## config.mk

```make
export PLATFORM = sky130hd
export DESIGN_NAME = sp_uram_arb
export DESIGN_NICKNAME = d
export VERILOG_FILES = /design/src/rtl/sp_uram_arb.sv
export SDC_FILE = /design/constraint.sdc
export NUM_CORES = 1
export LEC_CHECK = 0
export CORE_AREA = 2 2 127 129
export DETAILED_ROUTE_END_ITERATION = 12
export DIE_AREA = 0 0 129 131
export SYNTH_ARGS = -nofsm -noshare
export SYNTH_HDL_FRONTEND = slang
export SYNTH_SLANG_ARGS = --single-unit
```

## constraint.sdc

```tcl
create_clock -name clk -period 2.5 [get_ports clk]
set_clock_uncertainty 0.15 [all_clocks]
set_input_delay 0.75 -clock clk [delete_from_list [all_inputs] [get_ports clk]]
set_output_delay 0.75 -clock clk [all_outputs]
set_load 0.01 [all_outputs]
```

## src/rtl/sp_uram_arb.sv

```systemverilog
// sp_uram_arb: round-robin write/read arbiter for one single-port URAM with read-latency tracking and a zero-fill FSM.
// Define SP_URAM_ARB_AUTO_INIT_EN to start the zero-fill automatically out of reset.
module sp_uram_arb #(
    parameter int AWIDTH = 12,
    parameter int DWIDTH = 70,
    parameter int NBPIPE = 1
) (
    input  logic              clk,
    input  logic              rst,
    input  logic              init_start,
    output logic              init_busy,
    output logic              init_done,
    input  logic              wr_valid,
    output logic              wr_ready,
    input  logic [AWIDTH-1:0] wr_addr,
    input  logic [DWIDTH-1:0] wr_data,
    input  logic              rd_valid,
    output logic              rd_ready,
    input  logic [AWIDTH-1:0] rd_addr,
    output logic              rsp_valid,
    output logic [DWIDTH-1:0] rsp_data,
    output logic              mem_en,
    output logic              mem_we,
    output logic [AWIDTH-1:0] mem_addr,
    output logic [DWIDTH-1:0] mem_din,
    input  logic [DWIDTH-1:0] mem_dout
);
    typedef enum logic {IDLE, INIT} state_t;
`ifdef SP_URAM_ARB_AUTO_INIT_EN
    localparam state_t RST_STATE = INIT;
`else
    localparam state_t RST_STATE = IDLE;
`endif
    state_t            r_state, w_state_nx;
    logic [AWIDTH-1:0] r_cnt, w_cnt_nx;
    logic              r_rr_rd;
    logic [NBPIPE-1:0] r_vld;
    logic              r_done;
    logic              w_init, w_arb, w_wr_gnt, w_rd_gnt;
    logic [NBPIPE:0]   w_sh;

    always_ff @(posedge clk or posedge rst) begin
        if (rst) begin
            r_state <= RST_STATE;
            r_cnt   <= '0;
        end else begin
            r_state <= w_state_nx;
            r_cnt   <= w_cnt_nx;
        end
    end

    always_comb begin
        w_state_nx = r_state;
        w_cnt_nx   = r_cnt;
        if (r_state == IDLE) begin
            if (init_start) begin
                w_state_nx = INIT;
                w_cnt_nx   = '0;
            end
        end else begin
            w_cnt_nx = r_cnt + 1'b1;
            if (&r_cnt)
                w_state_nx = IDLE;
        end
    end

    // r_rr_rd set means the read side wins the next contested cycle
    assign w_init   = r_state == INIT;
    assign w_arb    = r_state == IDLE && !init_start;
    assign w_wr_gnt = w_arb && wr_valid && (!rd_valid || !r_rr_rd);
    assign w_rd_gnt = w_arb && rd_valid && (!wr_valid || r_rr_rd);
    assign w_sh     = {r_vld, w_rd_gnt};

    always_ff @(posedge clk or posedge rst) begin
        if (rst) begin
            r_rr_rd <= 1'b1;
            r_vld   <= '0;
            r_done  <= 1'b0;
        end else begin
            r_rr_rd <= w_wr_gnt ? 1'b1 : w_rd_gnt ? 1'b0 : r_rr_rd;
            r_vld   <= w_sh[NBPIPE-1:0];
            r_done  <= w_init && (&r_cnt);
        end
    end

    assign wr_ready  = w_wr_gnt;
    assign rd_ready  = w_rd_gnt;
    assign init_busy = w_init;
    assign init_done = r_done;
    assign mem_en    = w_init || w_wr_gnt || w_rd_gnt;
    assign mem_we    = w_init || w_wr_gnt;
    assign mem_addr  = w_init ? r_cnt : w_wr_gnt ? wr_addr : w_rd_gnt ? rd_addr : '0;
    assign mem_din   = w_wr_gnt ? wr_data : '0;
    assign rsp_valid = r_vld[NBPIPE-1];
    assign rsp_data  = rsp_valid ? mem_dout : '0;
endmodule

```

==> impl_metrics.csv, run 1 <==
group,metric,value,unit
worst_hold_path,min-delay-path-class,"reg2reg",
placement,post-place-ws,-1.05,ns
worst_setup_path,worst_path_max_delay_cell,"a211oi_4",
sta,setup_violations,85,
worst_hold_path,whs_path_depth,1,
drt,drtIter0Drc,72,
run_status,outcome,"complete, but fails checks",
yosys,synth_top_family_by_area,"simple AND/OR/NAND/NOR gates",
drt,drt-wirelength-per-cell,16.2,um
job,cap_violations,0,
worst_setup_path,cp_cell_sequence,"buf_8 > a211oi_4 > buf_6 > buf_12 > buf_12 > buf_16 > and3_4 > buf_6",
floorplanning,rows,46,
global_route,grt_max_degree,72,
sta,period_share,1.12,
yosys,yosys.area_share.simple,0.570,
worst_setup_path,cp_max_fo,5,
sta,fmax,356,MHz
yosys,synth_common_cells,"81 x and3_1, 72 x and2_1, 26 x clkbuf_1",
placement,gp_congestion,0.754,
floorplanning,coreArea,15600,um^2
yosys,ys_warn_count,0,
clocking,root_buffer,"clkbuf_16",
sta,rsz0062_at_grt,"yes",
floorplanning,die_y,131,um
clocking,cts_buffer_depth,2,
cells_and_area,final_layout_size_suffix_gt1_frac,0.350,
worst_setup_path,start_kind,"input port",
run_status,failed_checks,"negative setup slack",
placement,io_buffers,327,
yosys,avgSynthCellArea,7.39,um^2
cells_and_area,fin_nets,786,
sta,slew_headroom,0.575,
worst_setup_path,max_stage_delay,0.25,ns
sta,finalSetupTns,-19.13,ns
floorplanning,die_w,129,um
yosys,synth_edf_count,0,
clocking,htreeDepth,1,
global_route,antenna_found_initial,0,
drt,dr.pass1.iters,4,
yosys,synth.distinct_cells,32,
worst_setup_path,arrival,1.91,ns
yosys,ys_top_cells_by_area,"and3_1 26%, and2_1 23%, dfrtp_1 19%, a221o_1 6.1%, clkbuf_1 4.9%",
clocking,cts_tree,"done",
global_route,track_usage,0.138,
pwr,p_total,1.48,mW
sta,drv_slew,0,
global_route,first_global_vias,3271,
worst_setup_path,worstSetupPathType,"in2out",
worst_setup_path,end_kind,"primary output",
floorplanning,initial_core_util,0.127,
sta,final_hold_viol_count,0,
yosys,synthMuxAreaShare,0.0253,
cells_and_area,fin_util,0.395,
yosys,synth_sequential_area_ratio,0.203,
yosys,synth_top_area_cell,"and3_1",
drt,route.vias.total,3446,
yosys,ys_async_sr_fraction,1.00,
drt,wl,13500,um
yosys,yosysMostFrequentCell,"and3_1",
sta,tightest_slew,0.637,ns
clocking,insertion_delay,0.25,ns
yosys,synth_fa_ha_area_frac,0.00632,
yosys,synth_fp_nets,438,
clocking,cts_hold_buf,0,
pwr,ir_drop,0.221,mV
global_route,grt_first_pass_wirelength,18100,um
clocking,cts_made_buffers,3,
pwr,p_per_area,240,nW/um^2
clocking,cts.sink_count,16,
yosys,syn_inst,268,
sta,min_period,2.81,ns
yosys,yosys.area.top_type_share,0.256,
placement,dp_hpwl,9470,um
worst_setup_path,reg2reg_depth,4,
drt,antenna_left,0,
yosys,synth-compound-area-share,0.119,
drt,drc,0,
worst_setup_path,worstPathRequired,1.60,ns
floorplanning,dieArea,16900,um^2
clocking,clk_pin_slew,0.05,ns
yosys,synth_xor_area_frac,0,
yosys,synth_seq_cells,16,
cells_and_area,syn2layout_area_growth,211,%
global_route,grt-ovfl-total,0,
floorplanning,ios,328,
cells_and_area,antennaDiodeCount,0,
yosys,synth_ff_type,"dfrtp_1",
pwr,leakage,2.89,nW
drt,vias_per_cell,4.15,
sta,fin_ws,-0.308,ns
yosys,syn_area,1980,um^2
[worst paths after layout]
| kind | from | slack [ns] | endpoint |
|---|---|---|---|
| max | init_start | -0.31 | mem_din[35] |
| min | r_cnt[9] | 0.37 | r_cnt[9] |
| max reg2reg | init_busy | 0.61 | init_busy |
| min reg2reg | r_cnt[9] | 0.37 | r_cnt[9] |
| max in group asynchronous | rst | 1.05 | r_cnt[11] |
| min in group asynchronous | rst | 0.74 | init_done |
[critical path: cells and delay by family]
family,cells,cell delay [ns]
buf+inv,6,0.71
simple gates,1,0.18
compound gates,1,0.25
[logic make-up (layout without fill, tap and decap cells)]
logic type / count (synthesis) / in the layout
flip-flops: 16 / 16
AND/OR/NAND/NOR: 185 / 186
adder cells (fa/ha/maj): 1 / 1
AO/OA/AOI/OAI: 27 / 27
buffers and inverters: 34 / 380
multiplexers: 5 / 5
[metal layers]
metal,up-vias,global-route usage,share of wire
met3,8,0.0383,0.088
li1,1654,-,-
met1,1584,0.146,0.35
met2,200,0.277,0.55
met5,-,0,0
met4,0,0.0147,0.0085
[repair_timing]
item / in CTS / in global routing
resized for setup: 568 / 88
buffers inserted: 20 / 8
gates cloned: 11 / 3
endpoints found under the setup margin: 156 / 137
pin swaps: 43 / 12
[per-stage QoR]
stage	cells	area, um^2	hold WS (ns)
2_1_floorplan	268	1980	0.321
3_3_place_gp	791	5500	0.367
3_5_place_dp	791	5500	0.369
4_1_cts	826	6050	0.375
5_1_grt	831	6150	0.396
6_report	831	6150	0.372
[sequential cells by signal, summed over array words and instances, names as in the netlist]
name and count:
init_busy 1, init_done 1, r_cnt 12, r_rr_rd 1
rsp_valid 1
[area by class of cell]
type | instances | area (um^2)
Clock buffer | 4 | 78.8
Fill cell | 1539 | 9440
Inverter | 3 | 11.3
Multi-Input combinational cell | 219 | 1680
Sequential cell | 16 | 402
Tap cell | 216 | 270
Timing Repair Buffer | 373 | 3710
[where the power goes]
group	internal, mW	leakage [nW]	switching [mW]	total [mW]
combinational	0.444	2.66	0.266	0.709
clock	0.216	0.0382	0.0990	0.315
sequential	0.340	0.194	0.113	0.453
[cells in the final DEF (no fill, tap or decap), types with 2 or more instances in the layout]
cell | netlist | final
o211ai_1 | 3 | 3
buf_2 | 0 | 41
and2_1 | 72 | 71
dfrtp_1 | 15 | 15
inv_1 | 3 | 3
buf_16 | 0 | 6
o31ai_1 | 3 | 3
nand3_1 | 4 | 4
o21ai_0 | 4 | 4
a221o_1 | 12 | 12
clkdlybuf4s15_1 | 0 | 32
nor4_1 | 3 | 3
clkdlybuf4s15_2 | 0 | 4
dlygate4sd2_1 | 0 | 20
and3_4 | 0 | 46
clkbuf_16 | 0 | 5
buf_4 | 0 | 14
nand2_1 | 9 | 9
and2_4 | 1 | 3
mux2i_1 | 5 | 5
and3_1 | 81 | 35
buf_8 | 0 | 3
clkbuf_2 | 2 | 18
nand2b_1 | 3 | 3
nor2_1 | 2 | 2
clkdlybuf4s50_1 | 0 | 162
nand4_1 | 4 | 4
buf_6 | 3 | 61
buf_12 | 0 | 10
No activity file was read; power rests on OpenSTA's default activity.
==> inputs of run 2 (changes only) <==
- CTS_BUF_LIST: default -> sky130_fd_sc_hd__clkbuf_2 sky130_fd_sc_hd__clkbuf_4 sky130_fd_sc_hd__clkbuf_8
- PLACE_DENSITY: default -> 0.58
==> run 2 against run 1 <==
Against the previous run:
- clock power down 33%
- total power fell by 6.5%
- worst setup slack improved by 0.033 ns
- the run still ends with negative setup slack left
- register-to-register slack barely moved
- first-iteration DRC count is 4.2% higher
- global-route usage decreased by 0.47 points
- wire length is 2.5% lower
- largest cell class unchanged
- sequential cell count did not move
- final area shrank 1.3%
- hold slack gained 0.0028 ns
- critical path depth is the same
==> impl_metrics.csv, run 2 (synthesized netlist as in run 1, its figures left out) <==
group,metric,value,unit
run_status,outcome,"complete, but fails checks",
run_status,failed_checks,"negative setup slack",
sta,whs,0.375,ns
drt,drtIter0Drc,75,
cells_and_area,nFillCells,1572,
sta,final_hold_viol_count,0,
clocking,cts.sink_count,16,
sta,slew_headroom,0.562,
placement,gp_congestion,0.716,
floorplanning,dieArea,16900,um^2
sta,fmax,360,MHz
floorplanning,die_w,129,um
placement,dp_hpwl,9270,um
drt,drc,0,
cells_and_area,largest_register,"r_cnt",
worst_hold_path,min-delay-path-class,"reg2reg",
worst_setup_path,max_stage_delay,0.26,ns
clocking,cts_tree,"done",
sta,drv_slew,0,
worst_setup_path,worstPathRequired,1.60,ns
sta,fin_ws,-0.275,ns
drt,antenna_left,0,
worst_setup_path,worstSetupPathType,"in2out",
sta,period_share,1.11,
drt,dr.pass1.iters,4,
worst_setup_path,worst_path_max_delay_cell,"a211oi_4",
worst_setup_path,arrival,1.88,ns
floorplanning,rows,46,
worst_setup_path,cp_cell_sequence,"buf_8 > a211oi_4 > buf_6 > buf_12 > buf_16 > buf_12 > and3_4 > buf_6",
job,cap_violations,0,
floorplanning,die_y,131,um
worst_setup_path,reg2reg_depth,4,
worst_setup_path,cp_max_fo,6,
clocking,root_buffer,"clkbuf_8",
clocking,htreeDepth,1,
drt,wl,13100,um
global_route,first_global_vias,3397,
cells_and_area,multiInputGateArea,1700,um^2
global_route,grt_max_degree,72,
drt,route.vias.total,3433,
drt,vias_per_cell,4.17,
global_route,grt_first_pass_wirelength,17700,um
floorplanning,initial_core_util,0.127,
global_route,grt-ovfl-total,0,
cells_and_area,layout_common_cells,"168 x clkdlybuf4s50_1, 71 x and2_1, 60 x buf_6",
cells_and_area,final_layout_size_suffix_gt1_frac,0.348,
global_route,antenna_found_initial,0,
cells_and_area,final_common_cell,"clkdlybuf4s50_1",
sta,tightest_slew,0.656,ns
cells_and_area,antennaDiodeCount,0,
clocking,clk_pin_slew,0.06,ns
floorplanning,ios,328,
cells_and_area,syn2layout_area_growth,207,%
worst_setup_path,end_kind,"primary output",
cells_and_area,largest_reg_flops,12,
worst_hold_path,whs_path_depth,1,
placement,io_buffers,327,
sta,setup_violations,86,
clocking,cts_hold_buf,0,
cells_and_area,fin_nets,778,
floorplanning,coreArea,15600,um^2
worst_setup_path,start_kind,"input port",
global_route,track_usage,0.133,
clocking,insertion_delay,0.25,ns
cells_and_area,regArea,403,um^2
clocking,cts_buffer_depth,2,
clocking,cts_made_buffers,3,
pwr,ir_drop,0.148,mV
pwr,leakage,2.84,nW
placement,post-place-ws,-1.07,ns
sta,rsz0062_at_grt,"yes",
drt,drt-wirelength-per-cell,16.0,um
pwr,p_per_area,228,nW/um^2
sta,min_period,2.78,ns
-- run 2: cell count changes in the layout (fill, tap and decap cells not counted), moves of 3 or more --
cell	delta
dlygate4sd2_1	-4
buf_4	-6
clkbuf_8	+3
clkbuf_16	-5
clkdlybuf4s15_2	-3
clkdlybuf4s50_1	+6
-- run 2: stage by stage --
stage	instances	power (mW)	util	cell area, um^2	setup TNS, ns
2_1_floorplan	268	0.717	-	1980	-0.287
3_3_place_gp	793	1.21	0.354	5520	-98.67
3_5_place_dp	793	1.23	0.354	5520	-102.49
4_1_cts	823	1.39	0.371	5780	-17.37
5_1_grt	823	1.49	0.389	6070	-21.02
6_report	823	1.38	0.389	6070	-17.83
-- run 2: area by class of cell --
class	count	area share
inverters	3	0.00185
repair buffers	365	0.600
flip-flops and latches	16	0.0664
multi-input cells	219	0.279
well taps	216	0.0445
clock buffers	4	0.00804
-- run 2: what timing repair did --
| item | in CTS | in global routing |
|---|---|---|
| resized for setup | 495 | 150 |
| setup buffers | 14 | 5 |
| pin swaps | 18 | 20 |
| setup endpoints to repair | 156 | 138 |
| gates cloned | 12 | 1 |
-- run 2: critical path: cells and delay by family --
kind / cells / cell delay [ns]
compound gates: 1 / 0.26
buf+inv: 6 / 0.68
simple gates: 1 / 0.18
-- run 2: final timing paths --
kind,start,to,slack [ns]
min in group asynchronous,rst,init_done,0.75
max in group asynchronous,rst,init_busy,0.99
worst max-delay path,rd_valid,mem_din[7],-0.28
worst min register to register,r_cnt[9],r_cnt[9],0.37
worst max register to register,r_cnt[0],init_busy,0.61
worst min-delay path,r_cnt[9],r_cnt[9],0.37
-- run 2: report_power, final --
group / switching (mW) / internal, mW
Sequential: 0.111 / 0.339
Combinational: 0.272 / 0.448
Clock: 0.0885 / 0.124
-- run 2: routing by layer --
| layer | vias up | global-route usage | part of all wire |
|---|---|---|---|
| met5 | - | 0 | 0 |
| met4 | 0 | 0.0230 | 0.011 |
| met3 | 12 | 0.0326 | 0.093 |
| met2 | 218 | 0.267 | 0.54 |
| met1 | 1572 | 0.141 | 0.35 |
| li1 | 1631 | - | - |
